--- config.mk ---
export PLATFORM = sky130hd
export DESIGN_NAME = mem_wb_stage
export DESIGN_NICKNAME = d
export VERILOG_FILES = /design/src/rtl/mem_wb_stage.sv
export SDC_FILE = /design/constraint.sdc
export NUM_CORES = 1
export LEC_CHECK = 0
export ABC_AREA = 1
export ABC_CLOCK_PERIOD_IN_PS = 1400
export CAP_MARGIN = 20
export CORE_AREA = 2 2 135 111
export DETAILED_ROUTE_END_ITERATION = 8
export DIE_AREA = 0 0 137 113
export DONT_BUFFER_PORTS = 1
export PLACE_DENSITY = 0.87
export SYNTH_ARGS = -nofsm -noshare
export SYNTH_HDL_FRONTEND = slang
export SYNTH_SLANG_ARGS = --single-unit
--- constraint.sdc ---
create_clock -name clk -period 1.4 [get_ports clk]
set_input_delay 0.21 -clock clk [delete_from_list [all_inputs] [get_ports clk]]
set_output_delay 0.21 -clock clk [all_outputs]
set_load 0.01 [all_outputs]
--- src/rtl/mem_wb_stage.sv ---
// mem_wb_stage: MEM->WB pipeline register. Selects the scalar writeback value
// and gathers consecutive matrix-line load beats into one full matrix line.
module mem_wb_stage #(
  parameter int LINE_WORDS = 4,
  parameter int CNT_W      = 2
) (
  input  logic                    clk,
  input  logic                    rst,
  input  logic                    me_valid,
  input  logic [31:0]             me_mem_data,
  input  logic [31:0]             me_alu_o,
  input  logic [4:0]              me_rd,
  input  logic                    me_reg_write,
  input  logic                    me_mem2reg,
  input  logic                    me_mline_load,
  input  logic                    stall,
  input  logic                    flush,
  output logic [31:0]             w_regs_data,
  output logic [4:0]              w_rd,
  output logic                    w_reg_write,
  output logic [32*LINE_WORDS-1:0] w_mline_data,
  output logic [4:0]              w_mline_rd,
  output logic                    w_mline_valid,
  output logic                    mline_busy
);

  typedef enum logic {IDLE = 1'b0, FILL = 1'b1} state_t;

  state_t                         state_q, state_d;
  logic [CNT_W-1:0]               word_cnt_q, word_cnt_d;
  logic [LINE_WORDS-1:0][31:0]    line_q, line_d;
  logic [4:0]                     mline_rd_q, mline_rd_d;
  logic                           mline_valid_q, mline_valid_d;
  logic [31:0]                    regs_data_q, regs_data_d;
  logic [4:0]                     rd_q, rd_d;
  logic                           reg_write_q, reg_write_d;

  logic beat, scalar, last_word;

  assign beat      = me_valid & me_mline_load;
  assign scalar    = me_valid & ~me_mline_load;
  // Last word only exists in FILL: IDLE always starts at word 0 and LINE_WORDS >= 2.
  assign last_word = (state_q == FILL) && (word_cnt_q == CNT_W'(LINE_WORDS - 1));

  // FSM state register
  always_ff @(posedge clk) begin
    if (rst) state_q <= IDLE;
    else     state_q <= state_d;
  end

  // FSM next state: flush aborts, stall freezes, beats advance
  always_comb begin
    state_d = state_q;
    if (flush) begin
      state_d = IDLE;
    end else if (!stall && beat) begin
      if (state_q == IDLE)  state_d = FILL;
      else if (last_word)   state_d = IDLE;
    end
  end

  // FSM output: a line is partially assembled
  always_comb begin
    mline_busy = (state_q == FILL);
  end

  // Datapath next state: scalar select, line buffer fill, counter, pulse
  always_comb begin
    word_cnt_d    = word_cnt_q;
    line_d        = line_q;
    mline_rd_d    = mline_rd_q;
    mline_valid_d = 1'b0;
    regs_data_d   = regs_data_q;
    rd_d          = rd_q;
    reg_write_d   = reg_write_q;
    if (flush) begin
      reg_write_d = 1'b0;
      word_cnt_d  = '0;
    end else if (stall) begin
      // Write enable holds; the register file write is idempotent.
      reg_write_d = reg_write_q;
    end else begin
      reg_write_d = scalar & me_reg_write;
      if (scalar) begin
        regs_data_d = me_mem2reg ? me_mem_data : me_alu_o;
        rd_d        = me_rd;
      end
      if (beat) begin
        line_d[word_cnt_q] = me_mem_data;
        if (state_q == IDLE) mline_rd_d = me_rd;
        if (last_word) begin
          word_cnt_d    = '0;
          mline_valid_d = 1'b1;
        end else begin
          word_cnt_d = word_cnt_q + {{(CNT_W-1){1'b0}}, 1'b1};
        end
      end
    end
  end

  // Datapath registers
  always_ff @(posedge clk) begin
    if (rst) begin
      word_cnt_q    <= '0;
      line_q        <= '0;
      mline_rd_q    <= '0;
      mline_valid_q <= 1'b0;
      regs_data_q   <= '0;
      rd_q          <= '0;
      reg_write_q   <= 1'b0;
    end else begin
      word_cnt_q    <= word_cnt_d;
      line_q        <= line_d;
      mline_rd_q    <= mline_rd_d;
      mline_valid_q <= mline_valid_d;
      regs_data_q   <= regs_data_d;
      rd_q          <= rd_d;
      reg_write_q   <= reg_write_d;
    end
  end

  assign w_regs_data   = regs_data_q;
  assign w_rd          = rd_q;
  assign w_reg_write   = reg_write_q;
  assign w_mline_data  = line_q;
  assign w_mline_rd    = mline_rd_q;
  assign w_mline_valid = mline_valid_q;

endmodule
# Yosys cells after proc, flatten, opt, wreduce, memory -nomap -nowiden

Index checks and enable logic that the tools add are counted.

Register bits after elaboration: 175
Input port bits: 77
Output and inout bits: 173
Word-level logic and storage cells: 41

$add $sub $neg: 1
$lt $le $gt $ge: 2
Eq/ne operators: 1
Muxes and demuxes: 8
Bitwise logic cells: 8
Reduce and logical (&&, ||, !) cells: 10

Operators with widths:

| kind                | count |
|---|---|
| $bwmux 128          | 1 |
| $demux 32 s2        | 1 |
| $mux 32             | 2 |
| $reduce_and 3->1    | 2 |
| $not 1->1           | 5 |
| $reduce_and 4->1    | 1 |
| $reduce_or 4->1     | 1 |
| $and 1x1->1         | 3 |
| $logic_and 1x1->1   | 3 |
| $lt 2x3->1 const B  | 1 |
| $mux 1              | 3 |
| $add 2x1->2 const B | 1 |
| $eq 2x2->1 const B  | 1 |
| $ge 2x1->1 const B  | 1 |
| $mux 2              | 1 |
| $reduce_and 2->1    | 1 |
| $reduce_or 2->1     | 1 |
| $logic_not 1->1     | 1 |

# Logic depth before layout (Yosys ltp)

Gate-level depths: netlist of run 1.

Word-level depth: 5
Gate-level depth with buffers: 8
Gate-level depth less buffers: 6

# Worst setup path after synthesis of run 1

Ideal clock, no wire load.

Path type: reg-to-reg
From: register word_cnt_q[1]
To: register line_q (netlist bit w_mline_data[55])
Library setup time: 110 ps
Arrival time: 1,230 ps
Required time: 1,290 ps
Path slack: 60 ps
Stages on the path, launching flop included: 8
Buffers on the path: 2
Period minus slack after synthesis: 1,340 ps
Cells stage by stage: dfxtp_1 > inv_1 > ha_1 > clkbuf_1 > clkbuf_1 > nand4_1 > nand2_1 > nor2_1

Word-level cells in the longest chain between the ends: 5
Elaborated cells between the ends (all ways): 6
Those cells by class: order compare (2); mux (3); reduce/logical (1)

RTL lines:

| item                                                           | RTL line | text |
|---|---|---|
| from (decl)                                                    | 30       | `logic [CNT_W-1:0] word_cnt_q, word_cnt_d;` |
| from (signal assigned)                                         | 112      | `word_cnt_q <= word_cnt_d;` |
| $lt 2x3->1 (not written as such) or $ge 2x1->1 (tied branches) | 89       | `line_d[word_cnt_q] = me_mem_data;` |
| $logic_and 1x1->1 (not written as such)                        | 89       |  |
| $mux 32 (not written as such)                                  | 89       |  |
| $demux 32 s2 (*)                                               | 89       |  |
| $bwmux 128 (*)                                                 | 89       |  |
| to (signal assigned)                                           | 113      | `line_q <= line_d;` |
| to (decl)                                                      | 31       | `logic [LINE_WORDS-1:0][31:0] line_q, line_d;` |

Every way passes the cells marked *; elsewhere a longest branch is shown, timed or not.
A chain may end at the register's enable or synchronous reset.

# Worst setup path in the final report of run 1

From: input port rst
To: register reg_write_q (netlist: w_reg_write)

Word-level cells in the longest chain between the ends: 1

RTL lines:

| item                      | RTL line | text |
|---|---|---|
| from (decl)               | 8        | `input logic rst,` |
| $reduce_or 2->1 (no line) | --       |  |
| to (signal assigned)      | 118      | `reg_write_q <= reg_write_d;` |
| to (decl)                 | 36       | `logic reg_write_q, reg_write_d;` |

Every way passes these cells.

==> run summary, run 1 <==
For the number of remaining DRC errors, the log shows 0. In the final layout, flip-flops and latches occupy 0.00350 sq mm. The placer's final routability congestion estimate was 0.865. Number of maximum-capacitance violations: 0.

The number of buffers added on ports was 0; the number of setup buffers added after CTS was 0. The half-perimeter wire length after placement is 16300 um, and the normalized max-slew margin is 60.3%. The cell count after synthesis came out at 1393. The filler cells instantiated in the layout total 1185.

By instance count, the leading cell after synthesis is sky130_fd_sc_hd__nand2_1. The run gives 0 as the aggregate global routing overflow. The tools report the via count of the first global-routing pass as 7328. The share of synthesized area in the top cell type comes to 39.4%. The type of the tightest min-delay check was primary input to register. TritonCTS built the clock tree. The final hold violation count was 0; the final design utilization was 68.8%. Ranked by instance count, the synthesized netlist is headed by sky130_fd_sc_hd__nand2_1 (363), sky130_fd_sc_hd__inv_1 (357), sky130_fd_sc_hd__nor2_1 (214). After routing the design area is 0.00967 sq mm.

Final hold analysis gives a worst-case slack of 10.7 ps. The logs give 694 for the number of DRC violations after detailed-routing iteration 0 and 63.3% for the effective utilization at floorplan. Data arrives at the worst endpoint at 1680 ps. The run gives 43.3% as the fraction of power consumed by the clock network. For the count of inserted antenna diode cells, the log shows 0. The critical path start-end classification is primary input to register.

Summing all placed instances gives a cell area of 0.00898 sq mm. In this run the deepest clock path goes through 2 buffers. The run finished with clean final reports. The run gives 7955 as the total number of vias. The sum of negative setup slack was 0 ps; the total clock sinks was 175. Dividing the detail-routed via count by the number of cells gives 5.09. The transition time at the pin with the least slew margin is 593 ps, and the sequential share of power is 48.7%. Net switching is 24.6% of the power. The layout net count was 1447; the post-detailed-route wirelength per cell was 15.1 um. For the required time of the worst setup path, the log shows 1760 ps. Of all cell types, the one taking the most synthesized area is sky130_fd_sc_hd__dfxtp_1. Setup repair after global routing left no endpoint under its margin. From left edge to right edge, the die measures 137 um. The synthesized flop and latch total is 175.

After synthesis, the mean cell area works out to 6.39 sq um. The maximum number of pins on one net before global-route repair was 65; the area growth from synthesis to final layout was 8.60%. The count of distinct cell types in the synthesized netlist was 21; the sequential fraction of the synthesis area was 39.4%. The worst path uses 94.3% of the clock period. The logs give 0.00890 sq mm for the cell area after synthesis and 1474 for the synthesized net count. Across every metal layer, demand over resource in global routing totals 30.6%. In the synthesized netlist the dominant register cell turns out to be sky130_fd_sc_hd__dfxtp_1. The top fanout value on the critical path came out at 2. The number of optimization iterations in the first detailed-route pass was 5.

The total detailed-routing wirelength is 23600 um, and the worst IR drop on VDD is 1.15 mV. Buffers inserted during clock tree synthesis total 17. Summing all multi-input logic gate instances after layout gives 0.00341 sq mm.

Pin placement for this block handled 250 I/O pins. At the later pin of the worst-skew pair, clock insertion delay measures 420 ps. The run gives 0 as the number of antenna violations at the first check in global routing. After synthesis, the cell types taking the most area are sky130_fd_sc_hd__dfxtp_1 (39%), sky130_fd_sc_hd__nand2_1 (15%), sky130_fd_sc_hd__inv_1 (15%), sky130_fd_sc_hd__nor2_1 (9.0%), sky130_fd_sc_hd__nand4_1 (9.0%). For the total internal power, the log shows 8.01 mW.

In this run the clock root is driven by a sky130_fd_sc_hd__clkbuf_16. The tools report the element type at the critical path end as a register. The die height is 113 um. The analysis attributes to net switching a power of 2.61 mW.

Of the total power, combinational logic draws 8.1%. The logs give 0 for the count of synthesis-stage warnings from yosys and 6.91 ps for the setup clock skew after layout. The run gives 0 as the total count of max-transition violations in the final report. The clock-pin slew on the worst setup and hold paths is 60 ps. Share of post-route cells with drive strength above 1: 5.52%. The worst setup path is launched from a primary input.

Dividing total power by cell area gives a power density of 1100 mW/mm^2. The first global-routing pass estimated 37300 um of wire. The logs give 0.0155 sq mm for the area of the die and 757 MHz for the highest clock frequency the design can meet. The worst slack at placement is 60.0 ps. Static leakage: 4.90 nW. The number of rows in the core area was 39. The logs give 0 for the post-detailed-route count of antenna-violating nets and 79.3 ps for the worst-case setup margin in the final layout.

Counting flops with a built-in enable in the synthesized netlist gives 0. In this run the standard cell core region covers 0.0141 sq mm. The number of setup violations in the final report was 0; the number of H-tree levels was 4.

Subtracting the final worst setup slack from the clock period gives 1320 ps. The async set or reset register ratio after synthesis is 0%.
[power by group through the flow]
stage,logic (mW),clock network (mW),registers [mW]
global placement,0.796,0,5.28
global route,0.964,4.86,5.17
CTS,0.836,4.66,5.17
detailed placement,0.812,0,5.28
finish,0.856,4.60,5.17
floorplan,0.679,0,5.25
[worst max-delay path: stages]
cell	delay, ps
sky130_fd_sc_hd__dlygate4sd3_1	550
sky130_fd_sc_hd__nor2_1	140
sky130_fd_sc_hd__o21ai_0	110
sky130_fd_sc_hd__a21oi_1	120
sky130_fd_sc_hd__dlygate4sd3_1	550
[area by class of cell]
type,count,area share (%)
flip-flops and latches,175,36.3
clock inverters,10,1.17
clock buffers,21,4.66
well taps,184,2.38
multi-input cells,769,35.3
repair buffers,43,6.21
inverters,360,14.0
[repair_timing]
item | CTS | global route
hold buffers | 9 | 0
hold endpoints to repair | 10 | 0
endpoints found under the setup margin | 0 | 80
gates resized for setup | 0 | 10
[per-layer routing]
| layer | vias to the layer above | GRT usage [%] | part of all wire [%] |
|---|---|---|---|
| li1 | 4014 | - | - |
| met1 | 3517 | 40.5 | 42 |
| met5 | - | 0 | 0 |
| met3 | 58 | 9.54 | 11 |
| met2 | 366 | 46.6 | 45 |
| met4 | 0 | 12.1 | 3.0 |
[final timing paths]
kind              cells after the start                to           from  slack, ps
setup / recovery                      5       w_reg_write            rst         80
setup reg to reg                      7  w_mline_data[89]  word_cnt_q[0]        110
hold / removal                        3     w_mline_rd[0]       me_rd[0]         10
hold reg to reg                       2           w_rd[1]        w_rd[1]        540
[flip-flops by register name (all words and copies together), names as in the netlist]
register and cells:
w_mline_data 128, w_regs_data 32, w_mline_rd 5, w_rd 5
word_cnt_q 2, mline_busy 1, w_mline_valid 1, w_reg_write 1
[cells in the final DEF (no fill, tap or decap), types with 2 or more instances in the layout]
cell type | synthesis | layout
sky130_fd_sc_hd__a21oi_1 | 8 | 8
sky130_fd_sc_hd__buf_12 | 0 | 19
sky130_fd_sc_hd__buf_4 | 22 | 13
sky130_fd_sc_hd__buf_8 | 2 | 2
sky130_fd_sc_hd__bufinv_16 | 0 | 2
sky130_fd_sc_hd__clkbuf_1 | 9 | 3
sky130_fd_sc_hd__clkbuf_16 | 0 | 17
sky130_fd_sc_hd__clkinv_2 | 0 | 4
sky130_fd_sc_hd__clkinvlp_4 | 0 | 2
sky130_fd_sc_hd__dfxtp_1 | 175 | 174
sky130_fd_sc_hd__dlygate4sd3_1 | 0 | 8
sky130_fd_sc_hd__ha_2 | 0 | 4
sky130_fd_sc_hd__inv_1 | 357 | 357
sky130_fd_sc_hd__inv_4 | 0 | 2
sky130_fd_sc_hd__nand2_1 | 363 | 363
sky130_fd_sc_hd__nand3_4 | 4 | 4
sky130_fd_sc_hd__nand3b_1 | 5 | 5
sky130_fd_sc_hd__nand4_1 | 128 | 128
sky130_fd_sc_hd__nor2_1 | 214 | 214
sky130_fd_sc_hd__o21ai_0 | 40 | 40
[cell families after synthesis]
kind of cell               Yosys count  synth area share [%]
adders and majority gates            4                 0.562
DFF                                175                  39.4
and+or+nand+nor                    717                  35.0
buffers and inverters              449                  22.4
AOI/OAI and AO/OA                   48                  2.70
[through the flow]
stage               total power [mW]  instances
finish                          10.6       1562
global route                    11.0       1562
CTS                             10.7       1562
detailed placement              6.09       1522
global placement                6.07       1522
floorplan                       5.93       1393
(Power assumes the default switching activity.)
==> inputs of run 2 (changes only) <==
--- a/config.mk
+++ b/config.mk
@@ -9,6 +9,7 @@
 export ABC_CLOCK_PERIOD_IN_PS = 1400
 export CAP_MARGIN = 20
 export CORE_AREA = 2 2 135 111
+export CTS_BUF_LIST = sky130_fd_sc_hd__clkbuf_16
 export DETAILED_ROUTE_END_ITERATION = 8
 export DIE_AREA = 0 0 137 113
 export DONT_BUFFER_PORTS = 1
==> run 2 against run 1 <==
Register-to-register slack about the same. Total power shrank 0.67%. Cell count is the same. Highest routed layer unchanged. Global-route usage is the same. Sequential power barely moved. Utilization is 0.071 points lower.
==> run summary, run 2 (synthesized netlist as in run 1, its figures left out) <==
The type of origin of the critical path was a primary input (unchanged). The static leakage was 4.91 nW (was 4.90 nW); the aggregate global routing overflow was 0 (unchanged). For the number of remaining DRC errors, the log shows 0 (unchanged).

The wire length of the first global-routing pass came out at 37300 um (about the same). The total global-route track usage came out at 30.6% (unchanged). The setup clock skew after layout is 6.81 ps (was 6.91 ps), and the number of H-tree levels is 4 (unchanged).

TritonCTS built the clock tree. The insertion delay to the later sink of the worst-skew pair is 420 ps (about the same), and the total detailed-routing wirelength is 23600 um (about the same). The reg2reg setup slack came out at 110 ps (about the same). The time the worst path needs with I/O delays and setup was 1310 ps (was 1320 ps). The sum of negative setup slack came out at 0 ps (unchanged).

For the worst IR drop on VDD, the log shows 1.15 mV (about the same). Critical path start-end classification: primary input to register (unchanged). The tools report the area of the die as 0.0155 sq mm (unchanged). The worst endpoint data arrival time is 1680 ps (about the same). The run gives 0 (unchanged) as the number of maximum-capacitance violations. The portion of the clock cycle consumed by the worst path in the final layout works out to 93.9% (was 94.3%). The number of cells on the worst reg-to-reg path is 7 (unchanged), and the width of the die is 137 um (unchanged). The via count of the first global-routing pass is 7333 (was 7328).

The type of the tightest min-delay check is primary input to register (unchanged). The flip-flop count of the largest register after layout is 128 (unchanged), and the total clock sinks is 175 (unchanged). Area of the placeable core: 0.0141 sq mm (unchanged). The number of vias per cell came out at 5.09 (about the same). The tools report the number of optimization iterations in the first detailed-route pass as 5 (unchanged). The tools report the start point of the critical path as rst (unchanged). The number of buffers added by the clock tree synthesis step is 17 (unchanged), and the post-detailed-route wirelength per cell is 15.1 um (about the same). The total count of max-transition violations in the final report was 0 (unchanged); the required time of the worst setup path was 1760 ps (about the same). Element type at the critical path end: a register (unchanged).

The number of DRC violations after detailed-routing iteration 0 is 722 (was 694), and the total number of vias is 7953 (was 7955). Source of the worst register-to-register timing path: word_cnt_q[0] (unchanged). Most frequent cells in the layout: sky130_fd_sc_hd__nand2_1 (363), sky130_fd_sc_hd__inv_1 (360), sky130_fd_sc_hd__nor2_1 (214), sky130_fd_sc_hd__dfxtp_1 (174), sky130_fd_sc_hd__nand4_1 (128) (was sky130_fd_sc_hd__nand2_1 (363), sky130_fd_sc_hd__inv_1 (357), sky130_fd_sc_hd__nor2_1 (214), sky130_fd_sc_hd__dfxtp_1 (174), sky130_fd_sc_hd__nand4_1 (128)). Setup repair after global routing left no endpoint under its margin. The number of stages on the worst hold path is 3 (unchanged), and the number of inserted filler cells in the final layout is 1182 (was 1185).

The maximum number of pins on one net before global-route repair was 65 (unchanged). Most common cell after layout, fill and taps aside: sky130_fd_sc_hd__nand2_1 (unchanged). The end point of the worst hold path was w_mline_rd[0] (unchanged). The number of setup violations in the final report is 0 (unchanged). The final hold violation count is 0 (unchanged), and the layout net count is 1447 (unchanged). The power density over the cells is 1090 mW/mm^2 (was 1100 mW/mm^2). The normalized max-slew margin was 60.3% (about the same); the transition time at the pin with the least slew margin was 594 ps (was 593 ps).

The startpoint of the most critical hold path was me_rd[0] (unchanged). The count of inserted antenna diode cells was 0 (unchanged). The top fanout value on the critical path was 2 (unchanged); the number of buffers added on ports was 0 (unchanged).

The run finished with clean final reports. The tools report the CTS root buffer as sky130_fd_sc_hd__clkbuf_16 (unchanged). Half-perimeter wire length after placement: 16300 um (unchanged).

Capture instance of the worst register-to-register path: w_mline_data[89] (unchanged). The number of antenna violations at the first check in global routing was 0 (unchanged); the area growth from synthesis to final layout was 8.49% (was 8.60%). The deepest clock path buffer count came out at 2 (unchanged). The tools report the number of rows in the core area as 39 (unchanged).

The logs give 68.7% (was 68.8%) for the final design utilization and 0 (unchanged) for the post-detailed-route count of antenna-violating nets. The share of post-route cells with drive strength above 1 came out at 5.44% (was 5.52%). The worst-case setup margin in the final layout was 85.2 ps (was 79.3 ps); the clock-pin slew on the worst setup and hold paths was 60 ps (about the same). The tools report the effective utilization at floorplan as 63.3% (unchanged). The placer's final routability congestion estimate is 0.865 (unchanged), and the die height is 113 um (unchanged). The run gives 60.0 ps (unchanged) as the worst slack at placement. The highest clock frequency the design can meet is 761 MHz (was 757 MHz), and the I/O pin total is 250 (unchanged).
-- run 2: cell count changes in the layout (fill, tap and decap cells not counted) --
| cell | previous run | this run |
|---|---|---|
| sky130_fd_sc_hd__clkbuf_1 | 3 | 0 |
| sky130_fd_sc_hd__clkinv_1 | 0 | 1 |
| sky130_fd_sc_hd__inv_1 | 357 | 360 |
| sky130_fd_sc_hd__clkbuf_8 | 1 | 0 |
-- run 2: critical path, stage by stage --
cell                            delay, ps
sky130_fd_sc_hd__dlygate4sd3_1        550
sky130_fd_sc_hd__nor2_1               140
sky130_fd_sc_hd__o21ai_0              110
sky130_fd_sc_hd__a21oi_1              120
sky130_fd_sc_hd__dlygate4sd3_1        550
-- run 2: worst max path at each step --
stage                       endpoint  slack, ps  cells after the start
global placement     w_mline_data[0]        110                      6
CTS                    w_mline_valid         40                      5
global route        w_mline_data[33]         30                      7
floorplan           w_mline_data[55]         60                      7
detailed placement  w_mline_data[99]         60                      6
finish                   w_reg_write         90                      5
-- run 2: layout make-up --
cell class	count	area, sq um	area share, %
clock inverters	14	128	1.32
multi-input cells	769	3410	35.3
clock buffers	17	425	4.41
repair buffers	43	601	6.22
well taps	184	230	2.38
flip-flops and latches	175	3500	36.3
inverters	360	1360	14.0
-- run 2: repair_timing --
| action | in CTS | in global routing |
|---|---|---|
| gates resized for setup | 0 | 10 |
| hold buffers | 9 | 0 |
| hold endpoints to repair | 10 | 0 |
| endpoints found under the setup margin | 0 | 80 |
| setup buffers | 0 | 0 |
-- run 2: power by group --
group | total (mW) | internal, mW | switching [mW]
logic | 0.856 | 0.287 | 0.569
registers | 5.17 | 5.06 | 0.106
clock network | 4.53 | 2.58 | 1.94
-- run 2: metrics by stage --
stage                     std cells  power (mW)  area (sq um)  hold WS (ps)
after floorplan                1393        5.93          8900           351
after global placement         1522        6.07          8980           354
after detailed placement       1522        6.09          8980           368
after CTS                      1562        10.6          9630          1.67
after global routing           1562        10.9          9660          19.0
final                          1562        10.6          9660          11.4
-- run 2: metal layers --
layer  routed length (um)  GRT usage [%]  share of wire, %  vias up
met5                    0              0                 0        -
met2                10500           46.6                44      376
met3                 2630           9.54                11       57
met4                  733           12.1               3.1        0
li1                     -              -                 -     4017
met1                 9770           40.5                41     3503
==> inputs of run 3 (changes only) <==
--- a/config.mk
+++ b/config.mk
@@ -6,12 +6,12 @@
 export NUM_CORES = 1
 export LEC_CHECK = 0
 export ABC_AREA = 1
-export ABC_CLOCK_PERIOD_IN_PS = 1400
+export ABC_CLOCK_PERIOD_IN_PS = 1300
 export CAP_MARGIN = 20
-export CORE_AREA = 2 2 135 111
+export CORE_AREA = 5 5 138 114
 export CTS_BUF_LIST = sky130_fd_sc_hd__clkbuf_16
 export DETAILED_ROUTE_END_ITERATION = 8
-export DIE_AREA = 0 0 137 113
+export DIE_AREA = 0 0 143 119
 export DONT_BUFFER_PORTS = 1
 export PLACE_DENSITY = 0.87
 export SYNTH_ARGS = -nofsm -noshare
==> constraint.sdc (replaced) <==
create_clock -name clk -period 1.3 [get_ports clk]
set_input_delay 0.195 -clock clk [delete_from_list [all_inputs] [get_ports clk]]
set_output_delay 0.195 -clock clk [all_outputs]
set_load 0.01 [all_outputs]
==> run 3 against run 2 <==
Count of clock-buffer cells in the layout did not move. Worst setup slack got worse by 43 ps. Die area rose by 9.9%. Final area rose by 2.1%. Critical endpoint is now w_mline_data[21]. Largest power group unchanged.
==> run summary, run 3 (synthesized netlist as in run 1, its figures left out) <==
The flow ran to the end, and the final reports show no timing, DRC or antenna violations. The tools report the total detailed-routing wirelength as 24900 um (was 23600 um). For the reg2reg setup slack, the log shows 40 ps (was 110 ps). The end point of the worst hold path was w_regs_data[27] (was w_mline_rd[0]). The number of rows in the core area is 39 (unchanged), and the required time of the worst setup path is 1660 ps (was 1760 ps). The run gives 39100 um (was 37300 um) as the wire length of the first global-routing pass. Source of the worst register-to-register timing path: word_cnt_q[0] (unchanged).

The logs give 0 (unchanged) for the total count of max-transition violations in the final report and 0 (unchanged) for the number of setup violations in the final report. The run gives 7.97 ps (was 6.81 ps) as the setup clock skew after layout. The number of remaining DRC errors was 0 (unchanged). The logs give 4 (unchanged) for the number of H-tree levels and 0 (unchanged) for the final hold violation count.

For the static leakage, the log shows 4.97 nW (was 4.91 nW). The normalized max-slew margin came out at 68.5% (was 60.3%). The worst path uses 96.8% of the clock period. For the count of inserted antenna diode cells, the log shows 0 (unchanged).

For the number of buffers added by the clock tree synthesis step, the log shows 17 (unchanged). The number of optimization iterations in the first detailed-route pass was 5 (unchanged); the aggregate global routing overflow was 0 (unchanged). Die height: 119 um (was 113 um).

For the deepest clock path buffer count, the log shows 2 (unchanged). Power density over the cells: 1180 mW/mm^2 (was 1090 mW/mm^2). The total clock sinks is 175 (unchanged). Total number of vias: 8050 (was 7953). Number of buffers added on ports: 0 (unchanged).

TritonCTS built the clock tree. Worst slack at placement: -36.0 ps (was 60.0 ps). The area of the multi-input gates came out at 0.00348 sq mm (was 0.00341 sq mm).

Clock-pin slew on the worst setup and hold paths: 60 ps (about the same). The number of stages on the worst hold path is 4 (was 3), and the flip-flop count of the largest register after layout is 128 (unchanged). The element type at the critical path end is a register (unchanged). The area of the placeable core was 0.0141 sq mm (about the same); the maximum number of pins on one net before global-route repair was 75 (was 65).

The logs give 63.1% (was 63.3%) for the effective utilization at floorplan and 0 (unchanged) for the number of antenna violations at the first check in global routing. The width of the die was 143 um (was 137 um); the via count of the first global-routing pass was 7316 (was 7333). Worst hold slack across all endpoints: 13.3 ps (was 11.4 ps).

The worst IR drop on VDD was 1.13 mV (was 1.15 mV); the sequential cell area was 0.00351 sq mm (was 0.00350 sq mm). For the number of inserted filler cells in the final layout, the log shows 1152 (was 1182). The total global-route track usage was 28.6% (was 30.6%); the sum of negative setup slack was 0 ps (unchanged).

Most frequent cells in the layout: sky130_fd_sc_hd__nand2_1 (355), sky130_fd_sc_hd__inv_1 (354), sky130_fd_sc_hd__nor2_1 (210), sky130_fd_sc_hd__dfxtp_1 (173), sky130_fd_sc_hd__nand4_1 (128) (was sky130_fd_sc_hd__nand2_1 (363), sky130_fd_sc_hd__inv_1 (360), sky130_fd_sc_hd__nor2_1 (214), sky130_fd_sc_hd__dfxtp_1 (174), sky130_fd_sc_hd__nand4_1 (128)). The insertion delay to the later sink of the worst-skew pair is 430 ps (was 420 ps), and the half-perimeter wire length after placement is 17200 um (was 16300 um). I/O pin total: 250 (unchanged).

The type of the tightest min-delay check was primary input to register (unchanged). The startpoint of the most critical hold path is me_mem_data[27] (was me_rd[0]). For the power consumption, the log shows 11.6 mW (was 10.6 mW). The CTS root buffer is sky130_fd_sc_hd__clkbuf_16 (unchanged). The worst endpoint data arrival time was 1620 ps (was 1680 ps); the worst-case setup margin in the final layout was 42.2 ps (was 85.2 ps). For the area of the die, the log shows 0.0170 sq mm (was 0.0155 sq mm). The number of maximum-capacitance violations came out at 0 (unchanged). The post-detailed-route wirelength per cell is 15.8 um (was 15.1 um). The tools report the post-detailed-route count of antenna-violating nets as 0 (unchanged).

The share of post-route cells with drive strength above 1 works out to 7.28% (was 5.44%). Setup repair after global routing could not meet its margin everywhere. The placer's final routability congestion estimate was 0.872 (was 0.865); the number of vias per cell was 5.12 (was 5.09). Capture instance of the worst register-to-register path: w_mline_data[21] (was w_mline_data[89]).

Most common cell after layout, fill and taps aside: sky130_fd_sc_hd__nand2_1 (unchanged). Transition time at the pin with the least slew margin: 471 ps (was 594 ps). Critical path start-end classification: register to register (was primary input to register).

The worst path in the final design needs a cycle of 1260 ps, including I/O delays and setup. The run gives 0 (unchanged) as the number of setup buffers added after CTS. The final design utilization was 69.9% (was 68.7%). The area growth from synthesis to final layout was 10.7% (was 8.49%); the top fanout value on the critical path was 12 (was 2). The number of cells on the worst reg-to-reg path was 7 (unchanged). Timing would allow up to 795 MHz.

The number of DRC violations after detailed-routing iteration 0 is 794 (was 722). The tools report the type of origin of the critical path as a register (was a primary input). The layout net count is 1458 (was 1447).
[run 3: cell types whose count changed in the layout (fill, tap and decap cells not counted), moves of 6 or more]
cell                      previous run  this run
sky130_fd_sc_hd__inv_1             360       354
sky130_fd_sc_hd__nand2_2             0         8
sky130_fd_sc_hd__buf_4              13        20
sky130_fd_sc_hd__nand2_1           363       355
[run 3: area by class of cell]
cell class / instances / share of cell area [%]
clock inverter: 13 / 1.52
inverter: 360 / 13.8
multi-input combinational: 769 / 35.3
timing repair buffer: 54 / 7.08
tap: 184 / 2.34
sequential: 175 / 35.6
clock buffer: 17 / 4.32
[run 3: metrics by stage]
stage          instance area, sq um  std cells
2_1_floorplan                  8900       1393
3_3_place_gp                   9040       1529
3_5_place_dp                   9040       1529
4_1_cts                        9740       1571
5_1_grt                        9850       1572
6_report                       9850       1572
[run 3: repair_timing]
item                                    CTS  global route
hold buffers                             12             0
gates cloned                              0             1
pin swaps                                 1             1
hold endpoints to repair                 23             0
endpoints found under the setup margin   33           122
gates resized for setup                   4            27
[run 3: worst max-delay path by stage]
stage / depth (start not counted) / startpoint / endpoint / slack (ps)
floorplan: 8 / word_cnt_q[0] / w_mline_data[10] / 20
global placement: 6 / word_cnt_q[1] / w_mline_data[33] / 40
detailed placement: 6 / word_cnt_q[0] / w_mline_data[77] / -40
CTS: 7 / word_cnt_q[0] / w_mline_data[2] / -8
global route: 7 / word_cnt_q[0] / w_mline_data[21] / -40
finish: 7 / word_cnt_q[0] / w_mline_data[21] / 40
[run 3: per-layer routing]
layer  up-vias  share of wire, %  track usage, %
met5         -                 0               0
met1      3560                42            37.7
li1       4052                 -               -
met2       394                44            43.3
met4         0               2.4            9.14
met3        44                12            10.9
[run 3: worst max-delay path: stages, from the launching register on]
cell and delay, ps:
sky130_fd_sc_hd__dfxtp_4 380, sky130_fd_sc_hd__inv_4 90, sky130_fd_sc_hd__ha_4 150, sky130_fd_sc_hd__nand3_4 170, sky130_fd_sc_hd__buf_12 210, sky130_fd_sc_hd__nand2_2 50, sky130_fd_sc_hd__inv_1 40, sky130_fd_sc_hd__nor2_1 100
[run 3: power breakdown]
part	switching [mW]	total, mW	leakage [nW]	internal (mW)
combinational	0.637	0.969	3.26	0.332
clock	2.10	5.08	0.289	2.98
sequential	0.117	5.57	1.42	5.45
